===== src/rtl/alu_ops_pkg.sv =====
// rtl/alu_ops_pkg.sv - operation codes, FSM states and decode helpers for alu_seq_exec
package alu_ops_pkg;

    localparam int SHAMT_W = 5;
    localparam int CNT_W   = 6;

    typedef enum logic [3:0] {
        OP_AND    = 4'b0000,
        OP_OR     = 4'b0001,
        OP_ADD_LS = 4'b0010,
        OP_XOR    = 4'b0011,
        OP_SLL    = 4'b0100,
        OP_SRL    = 4'b0101,
        OP_EQ     = 4'b1000,
        OP_SUB    = 4'b1010,
        OP_ADD    = 4'b1011,
        OP_NE     = 4'b1101,
        OP_LT     = 4'b1110,
        OP_GE     = 4'b1111
    } alu_op_t;

    typedef enum logic [1:0] {
        ST_IDLE  = 2'd0,
        ST_SHIFT = 2'd1,
        ST_HOLD  = 2'd2
    } exec_state_t;

    function automatic logic is_compare(alu_op_t op);
        return (op == OP_EQ) || (op == OP_NE) || (op == OP_LT) || (op == OP_GE);
    endfunction

    function automatic logic is_shift(alu_op_t op);
        return (op == OP_SLL) || (op == OP_SRL);
    endfunction

endpackage


===== src/rtl/alu_iter_shifter.sv =====
// rtl/alu_iter_shifter.sv - one combinational shift step of at most SHIFT_STEP positions
module alu_iter_shifter
    import alu_ops_pkg::*;
#(
    parameter int DATA_WIDTH = 32,
    parameter int SHIFT_STEP = 1
) (
    input  logic [DATA_WIDTH-1:0] value,
    input  logic                  shift_right,
    input  logic [CNT_W-1:0]      remaining,
    output logic [DATA_WIDTH-1:0] next_value,
    output logic [CNT_W-1:0]      next_remaining
);

    localparam logic [CNT_W-1:0] STEP_MAX = CNT_W'(SHIFT_STEP);

    logic [CNT_W-1:0] step;

    assign step           = (remaining > STEP_MAX) ? STEP_MAX : remaining;
    assign next_value     = shift_right ? (value >> step) : (value << step);
    assign next_remaining = remaining - step;

endmodule


===== src/rtl/alu_seq_exec.sv =====
// rtl/alu_seq_exec.sv - execute-stage ALU with iterative shifts and a one-entry output buffer
module alu_seq_exec
    import alu_ops_pkg::*;
#(
    parameter int DATA_WIDTH = 32,
    parameter int SHIFT_STEP = 1
) (
    input  logic                  clk,
    input  logic                  reset_n,
    input  logic                  flush,
    input  logic                  in_valid,
    output logic                  in_ready,
    input  logic [3:0]            Operation,
    input  logic [DATA_WIDTH-1:0] SrcA,
    input  logic [DATA_WIDTH-1:0] SrcB,
    output logic                  out_valid,
    input  logic                  out_ready,
    output logic [DATA_WIDTH-1:0] ALUResult,
    output logic                  BranchTaken
);

    exec_state_t state, state_next;

    alu_op_t               op_in;
    logic [SHAMT_W-1:0]    shamt;
    logic                  accept;
    logic                  load_shift;
    logic [DATA_WIDTH-1:0] calc_result;
    logic                  calc_branch;

    logic [DATA_WIDTH-1:0] acc;
    logic [CNT_W-1:0]      remaining;
    logic                  shift_right;
    logic [DATA_WIDTH-1:0] sh_next;
    logic [CNT_W-1:0]      sh_remaining;

    assign op_in      = alu_op_t'(Operation);
    assign shamt      = SrcB[SHAMT_W-1:0];
    assign in_ready   = (state == ST_IDLE) || ((state == ST_HOLD) && out_ready);
    assign out_valid  = (state == ST_HOLD);
    assign accept     = in_valid && in_ready && !flush;
    assign load_shift = accept && is_shift(op_in) && (shamt != '0);

    alu_iter_shifter #(
        .DATA_WIDTH (DATA_WIDTH),
        .SHIFT_STEP (SHIFT_STEP)
    ) u_shifter (
        .value          (acc),
        .shift_right    (shift_right),
        .remaining      (remaining),
        .next_value     (sh_next),
        .next_remaining (sh_remaining)
    );

    // Shift ops only reach this path with a zero amount, where the result is SrcA.
    always_comb begin
        calc_result = '0;
        calc_branch = 1'b0;
        case (op_in)
            OP_AND:    calc_result = SrcA & SrcB;
            OP_OR:     calc_result = SrcA | SrcB;
            OP_XOR:    calc_result = SrcA ^ SrcB;
            OP_ADD,
            OP_ADD_LS: calc_result = SrcA + SrcB;
            OP_SUB:    calc_result = SrcA - SrcB;
            OP_SLL,
            OP_SRL:    calc_result = SrcA;
            OP_EQ:     calc_branch = (SrcA == SrcB);
            OP_NE:     calc_branch = (SrcA != SrcB);
            OP_LT:     calc_branch = ($signed(SrcA) <  $signed(SrcB));
            OP_GE:     calc_branch = ($signed(SrcA) >= $signed(SrcB));
            default:   calc_result = '0;
        endcase
        if (is_compare(op_in)) begin
            calc_result = DATA_WIDTH'(calc_branch);
        end
    end

    always_comb begin
        state_next = state;
        case (state)
            ST_IDLE: begin
                if (accept) begin
                    state_next = load_shift ? ST_SHIFT : ST_HOLD;
                end
            end
            ST_SHIFT: begin
                if (sh_remaining == '0) begin
                    state_next = ST_HOLD;
                end
            end
            ST_HOLD: begin
                if (accept) begin
                    state_next = load_shift ? ST_SHIFT : ST_HOLD;
                end else if (out_ready) begin
                    state_next = ST_IDLE;
                end
            end
            default: state_next = ST_IDLE;
        endcase
        if (flush) begin
            state_next = ST_IDLE;
        end
    end

    always_ff @(posedge clk or negedge reset_n) begin
        if (!reset_n) begin
            state <= ST_IDLE;
        end else begin
            state <= state_next;
        end
    end

    // ALUResult is left untouched on flush; out_valid dropping is what discards it.
    always_ff @(posedge clk or negedge reset_n) begin
        if (!reset_n) begin
            acc         <= '0;
            remaining   <= '0;
            shift_right <= 1'b0;
            ALUResult   <= '0;
            BranchTaken <= 1'b0;
        end else if (flush) begin
            remaining <= '0;
        end else if (accept) begin
            if (load_shift) begin
                acc         <= SrcA;
                remaining   <= {1'b0, shamt};
                shift_right <= (op_in == OP_SRL);
            end else begin
                ALUResult   <= calc_result;
                BranchTaken <= calc_branch;
            end
        end else if (state == ST_SHIFT) begin
            acc       <= sh_next;
            remaining <= sh_remaining;
            if (sh_remaining == '0) begin
                ALUResult   <= sh_next;
                BranchTaken <= 1'b0;
            end
        end
    end

endmodule


===== config.mk =====
export PLATFORM = sky130hd
export DESIGN_NAME = alu_seq_exec
export DESIGN_NICKNAME = d
export VERILOG_FILES = /design/src/rtl/alu_ops_pkg.sv /design/src/rtl/alu_iter_shifter.sv /design/src/rtl/alu_seq_exec.sv
export SDC_FILE = /design/constraint.sdc
export NUM_CORES = 1
export LEC_CHECK = 0
export BUFFER_PORTS_ARGS = -buffer_cell sky130_fd_sc_hd__buf_2
export CORE_MARGIN = 8
export CORE_UTILIZATION = 50
export DETAILED_ROUTE_END_ITERATION = 6
export GPL_TIMING_DRIVEN = 0
export HOLD_SLACK_MARGIN = 0.15
export PLACE_DENSITY = 0.69
export SETUP_SLACK_MARGIN = 0.1
export SYNTH_ARGS = -nofsm -noshare
export SYNTH_HDL_FRONTEND = slang
export SYNTH_SLANG_ARGS = --single-unit

===== constraint.sdc =====
create_clock -name clk -period 5.21 [get_ports clk]
set_clock_uncertainty 0.15 [all_clocks]
set_input_delay 0.2605 -clock clk [delete_from_list [all_inputs] [get_ports clk]]
set_output_delay 0.2605 -clock clk [all_outputs]
set_load 0.05 [all_outputs]

# Yosys cells after proc, flatten, opt, wreduce, memory -nomap -nowiden
# Cells that the tools add are included.
[word_totals]
regBits = 74
output_inout_bits = 35
elab_cells = 91
[op_classes]
addsub = 3
order_cmp = 3
eq_ne = 21
shifts = 2
mux = 27
bitwise_logic = 4
n_reduce_logical = 25
[op_table]
columns = ["operator", "count"]
rows = [
  ["32-bit two-way mux", 9],
  ["32-bit one-hot mux with 6 select lines", 1],
  ["32-bit adder", 1],
  ["32-bit bitwise AND", 1],
  ["32-bit equality test", 1],
  ["32-bit greater-or-equal comparator", 1],
  ["32-bit < comparator", 1],
  ["32-bit inequality test", 1],
  ["32-bit OR", 1],
  ["32-bit by 6-bit << shifter with 32-bit output", 1],
  ["32-bit by 6-bit >> shifter with 32-bit output", 1],
  ["32-bit subtractor", 1],
  ["32-bit bitwise XOR", 1],
  ["6-bit two-way mux", 5],
  ["4-bit equality test (second input constant)", 6],
  ["2-bit two-way mux", 6],
  ["3-bit AND reduction", 3],
  ["4-bit by 2-bit equality test with 1-bit output (second input constant)", 2],
  ["4-bit by 3-bit equality test with 1-bit output (second input constant)", 2],
  ["6-bit by 1-bit > comparator with 1-bit output (second input constant)", 1],
  ["6-bit zero test", 1],
  ["3-bit inequality test (second input constant)", 2],
  ["2-bit one-hot mux with 3 select lines", 1],
  ["6-bit subtractor", 1],
  ["21 further kinds", 34],
]

# Longest topological paths before layout
[logic_depth]
word_depth = 11
ltp_mapped = 13
mapped_depth_nobuf = 12

# Modules after synthesis
# From an unflattened synthesis, not the netlist that was laid out.
[hier_totals]
cells_unflattened = 1272
hier_area_um2 = 9864.5
[modules_own_cells]
columns = ["mod", "instances", "cells_per_inst", "area_per_inst_um2", "seq_area_each_um2"]
rows = [
  ["alu_seq_exec", 1, 1181, 8851.0, 1851.8],
  ["alu_iter_shifter", 1, 91, 1013.5, 0.0],
]

# Worst setup path before layout
# Ideal clock, no wire load.
[synth_path]
path_type = "reg-to-reg"
from = "register state[1]"
to = "register ALUResult[15]"
arrival_time_ps = 2764
setup_slack_ps = 2161
path_stages_with_launch = 10
path_buffers = 2
cell_sequence = "dfrtp_1 > nor2b_1 > nor2_1 > nand2_1 > nor2_1 > a22o_1 > buf_2 > clkbuf_1 > mux2i_1 > o21ai_0"
[synth_between]
elab_chain_len = 9
[synth_rtl]
columns = ["element", "line", "text"]
rows = [
  ["start, declared", "alu_seq_exec.sv:22", "exec_state_t state, state_next;"],
  ["start signal, assigned", "alu_seq_exec.sv:110", "state <= state_next;"],
  ["2-bit equality test", "alu_seq_exec.sv:39", "assign in_ready = (state == ST_IDLE) || ((state == ST_HOLD) && out_ready);"],
  ["1-bit logical AND", "alu_seq_exec.sv:39", ""],
  ["1-bit logical OR *", "alu_seq_exec.sv:39", ""],
  ["named net in_ready", "alu_seq_exec.sv:12", "output logic in_ready,"],
  ["1-bit logical AND * (2 in a row)", "alu_seq_exec.sv:41", "assign accept = in_valid && in_ready && !flush;"],
  ["1-bit logical AND (2 in a row)", "alu_seq_exec.sv:42", "assign load_shift = accept && is_shift(op_in) && (shamt != '0);"],
  ["2-bit inequality test (no line)", "-", ""],
  ["4-bit AND reduction (no line)", "-", ""],
  ["end signal, assigned", "alu_seq_exec.sv:130", "ALUResult <= calc_result;"],
  ["end signal, assigned", "alu_seq_exec.sv:137", "ALUResult <= sh_next;"],
  ["end, declared", "alu_seq_exec.sv:18", "output logic [DATA_WIDTH-1:0] ALUResult,"],
]
# The timed path passes the listed nets; every way through them passes the cells marked *.
# A chain may end at the register's enable or synchronous reset.

# Final worst setup path
[layout_path]
from = "register remaining[3]"
to = "register ALUResult[5]"
[layout_between]
elab_chain_len = 7
[layout_rtl]
columns = ["element", "line", "text"]
rows = [
  ["start, declared", "alu_seq_exec.sv:32", "logic [CNT_W-1:0] remaining;"],
  ["start signal, assigned", "alu_seq_exec.sv:127", "remaining <= {1'b0, shamt};"],
  ["start signal, assigned", "alu_seq_exec.sv:135", "remaining <= sh_remaining;"],
  ["6-bit by 1-bit > comparator with 1-bit output", "alu_iter_shifter.sv:19", "assign step = (remaining > STEP_MAX) ? STEP_MAX : remaining;"],
  ["6-bit two-way mux", "alu_iter_shifter.sv:19", ""],
  ["32-bit by 6-bit << shifter with 32-bit output or 32-bit by 6-bit >> shifter with 32-bit output (tied branches)", "alu_iter_shifter.sv:20", "assign next_value = shift_right ? (value >> step) : (value << step);"],
  ["32-bit two-way mux", "alu_iter_shifter.sv:20", ""],
  ["32-bit two-way mux", "alu_seq_exec.sv:136", "if (sh_remaining == '0) begin"],
  ["32-bit two-way mux", "alu_seq_exec.sv:133", "end else if (state == ST_SHIFT) begin"],
  ["32-bit two-way mux", "alu_seq_exec.sv:124", "end else if (accept) begin"],
]
# Parallel ways exist; a longest one is shown, timed or not. The select of a mux whose other input is x is not followed.

==> flow_metrics.env <==
export IMPL_status="complete, no violations"
export IMPL_relSlewSlack_pct=6.17
export IMPL_combPwrFrac_pct=65.3
export IMPL_pwr_share_clk_pct=13.4
export IMPL_ys_top_cells_by_area="dfrtp_1 (18%), ha_1 (13%), a21oi_1 (7.5%), mux2i_1 (6.1%), o21ai_0 (5.5%)"
export IMPL_power_density_mw_per_mm2=442
export IMPL_syn_area_mm2=0.0102
export IMPL_rows=52
export IMPL_rsz0062_at_grt="no"
export IMPL_grt_pass1_wl_um=64900
export IMPL_post_synth_top_area_cell="dfrtp_1"
export IMPL_clockBufferDepth=2
export IMPL_die_h_um=159
export IMPL_first_iter_violations=1285
export IMPL_cts_tree="yes"
export IMPL_fin_crit_sh_pct=80.4
export IMPL_htreeDepth=3
export IMPL_multi_input_area_mm2=0.00747
export IMPL_worstPathRequired_ns=5.25
export IMPL_die_area_mm2=0.0252
export IMPL_worstSkewPairLatency_ns=0.35
export IMPL_peakVddDrop_mv=0.322
export IMPL_num_antenna_cells=0
export IMPL_dp_cells=1784
export IMPL_drive_gt1_share_pct=11.2
export IMPL_ys_flop_type="dfrtp_1"
export IMPL_ys_seq_elements=74
export IMPL_avgSynthCellArea_um2=7.23
export IMPL_endpoint_kind="register"
export IMPL_regArea_mm2=0.00185
export IMPL_synth_cell_types=87
export IMPL_fill_cells=1977
export IMPL_dp_hpwl_um=34000
export IMPL_max_freq_ghz=0.239
export IMPL_dr_pass1_iters=6
export IMPL_worst_pin_slew_ns=1.40
export IMPL_clock_root_buffer="clkbuf_16"
export IMPL_dpl_instance_area_mm2=0.0111
export IMPL_dr_total_vias=11700
export IMPL_fin_crit_ns=4.19
export IMPL_core_area_mm2=0.0201
export IMPL_die_width_um=159
export IMPL_final_nets=1713
export IMPL_antenna_found_initial=0
export IMPL_worstHoldPathCells=3
export IMPL_swShare_pct=54.4
export IMPL_drc=0
export IMPL_finalHoldViolCount=0
export IMPL_synthCells=1407
export IMPL_clk_pin_slew_worst_paths_ns=0.06
export IMPL_synth_edff_count=0
export IMPL_instances_no_fill=1804
export IMPL_cp_start_kind="register"
export IMPL_grt_max_degree=60
export IMPL_p_int_w=0.00230
export IMPL_numPortBuffers=106
export IMPL_cts_sinks=74
export IMPL_worst_path_max_fanout=10
export IMPL_crit_type="register to register"
export IMPL_final_common_cell="a21oi_1"
export IMPL_hold_path_class="primary input to register"
export IMPL_yosysWarnings=0
export IMPL_syn_nets=1591
export IMPL_grt_usage_pct=33.9
export IMPL_ys_async_sr_fraction_pct=100
export IMPL_post_cts_buffers=0
export IMPL_synth_seq_area_share_pct=18.2
export IMPL_cts_buffers=9
export IMPL_io_pins=108
export IMPL_grt_pass1_vias=11100
export IMPL_wire_per_inst_um=23.9
export IMPL_viasPerCell=6.49
export IMPL_start_util_pct=50.6
export IMPL_pwr_share_seq_pct=21.2
export IMPL_fin_tns_setup_ns=0
export IMPL_worstPathArrival_ns=4.23
export IMPL_slew_viol_final=0
export IMPL_routed_wl_um=43100
export IMPL_p_sw_w=0.00274
export IMPL_drtAntennaViolNets=0
export IMPL_max_cap_violations=0
export IMPL_p_leak_nw=5.09
export IMPL_gp_congestion=1.01
export IMPL_reg2regPathDepth=12
export IMPL_synth_top_area_share_pct=18.2
export IMPL_synthToLayoutAreaGrowth_pct=12.3
export IMPL_finish_instance_area_mm2=0.0114
export IMPL_grt_overflow=0
export IMPL_final_cell_mix="a21oi_1 (152), nor2_1 (146), inv_1 (120), buf_2 (115), o21ai_0 (112)"
export IMPL_setup_viol=0
[synth_stat cells (all sizes together), types with 7 or more instances]
cell type / instances
and2: 8
o22ai: 10
nor4: 18
inv: 122
a2111oi: 13
nor2b: 15
a21o: 15
dfrtp: 74
nand2: 101
o31ai: 19
o21ai: 122
a22oi: 17
o221ai: 9
nor2: 147
buf: 24
a31oi: 18
a21oi: 155
ha: 109
o21bai: 7
nand3: 37
o211ai: 15
nand4: 12
a211oi: 31
xnor2: 19
nor3: 33
nand2b: 11
clkbuf: 69
or3: 12
mux2i: 62
[worst paths after layout]
| kind | from | end | slack, ns |
|---|---|---|---|
| worst max-delay path | remaining[3] | ALUResult[5] | 1.02 |
| worst min-delay path | SrcB[0] | remaining[0] | 0.14 |
| worst max register to register | remaining[3] | ALUResult[5] | 1.02 |
| worst min register to register | BranchTaken | BranchTaken | 0.31 |
| max in group asynchronous | reset_n | ALUResult[29] | 4.17 |
| min in group asynchronous | reset_n | acc[10] | 0.17 |
[registers in the layout, summed over array words and instances, names as in the netlist]
| register | flops |
|---|---|
| ALUResult | 32 |
| acc | 32 |
| remaining | 6 |
| state | 2 |
| BranchTaken | 1 |
| shift_right | 1 |
[cell type report]
cell class / count / share of cell area, %
Multi-Input combinational cell: 1116 / 65.4
Sequential cell: 74 / 16.2
Timing Repair Buffer: 111 / 5.21
Inverter: 124 / 4.07
Buffer: 93 / 3.33
Tap cell: 270 / 2.96
Clock buffer: 10 / 2.09
Clock inverter: 6 / 0.701
[per-stage QoR]
step / total power (W) / utilization [%] / worst slack [ns] / hold WS [ns]
3_5_place_dp: 0.00427 / 55.1 / 1.16 / -0.0108
2_1_floorplan: 0.00334 / - / 2.16 / -0.185
5_1_grt: 0.00537 / 56.8 / 0.754 / 0.181
4_1_cts: 0.00496 / 56.8 / 1.15 / 0.151
6_report: 0.00505 / 56.8 / 1.02 / 0.144
3_3_place_gp: 0.00422 / 54.9 / 1.20 / 0.299
[cell families (layout without fill, tap and decap cells)]
logic type	Yosys count	after routing	synth area share, %
adders and majority gates	111	111	13.8
and+or+nand+nor	419	419	19.3
muxes	67	67	6.65
DFF	74	74	18.2
xor gates and xnor gates	20	20	1.72
AOI/OAI and AO/OA	499	499	32.0
buffers and inverters	217	344	8.31
[critical path, cell delays in order, from the launching register on]
cell and delay [ns]:
dfrtp_1 0.36, clkbuf_1 0.18, nor3_1 0.44, a21o_1 0.21
ha_1 0.20, nor2_1 0.07, mux2_2 0.27, a22oi_1 0.16
nor3b_1 0.12, a22oi_1 0.63, clkbuf_1 0.48, buf_1 0.55
o21ai_0 0.21
[per-layer routing]
metal	global-route usage, %	up-vias	routed length (µm)
met5	0	-	0
met4	14.9	0	1950
met3	6.30	154	5070
met2	52.8	759	18800
met1	45.0	5453	17300
li1	-	5337	-
[timing repair]
action	CTS	global route
hold buffers	3	0
gates resized for setup	0	0
setup endpoints to repair	0	0
hold endpoints to repair	76	0
[power by group through the flow]
stage               clock network [W]  logic [W]  registers (W)
global placement                    0    0.00316        0.00106
floorplan                           0    0.00194        0.00140
global route                 0.000697    0.00358        0.00109
detailed placement                  0    0.00321        0.00106
finish                       0.000678    0.00330        0.00107
CTS                          0.000672    0.00323        0.00106
Power figures use the tool's default switching activity.
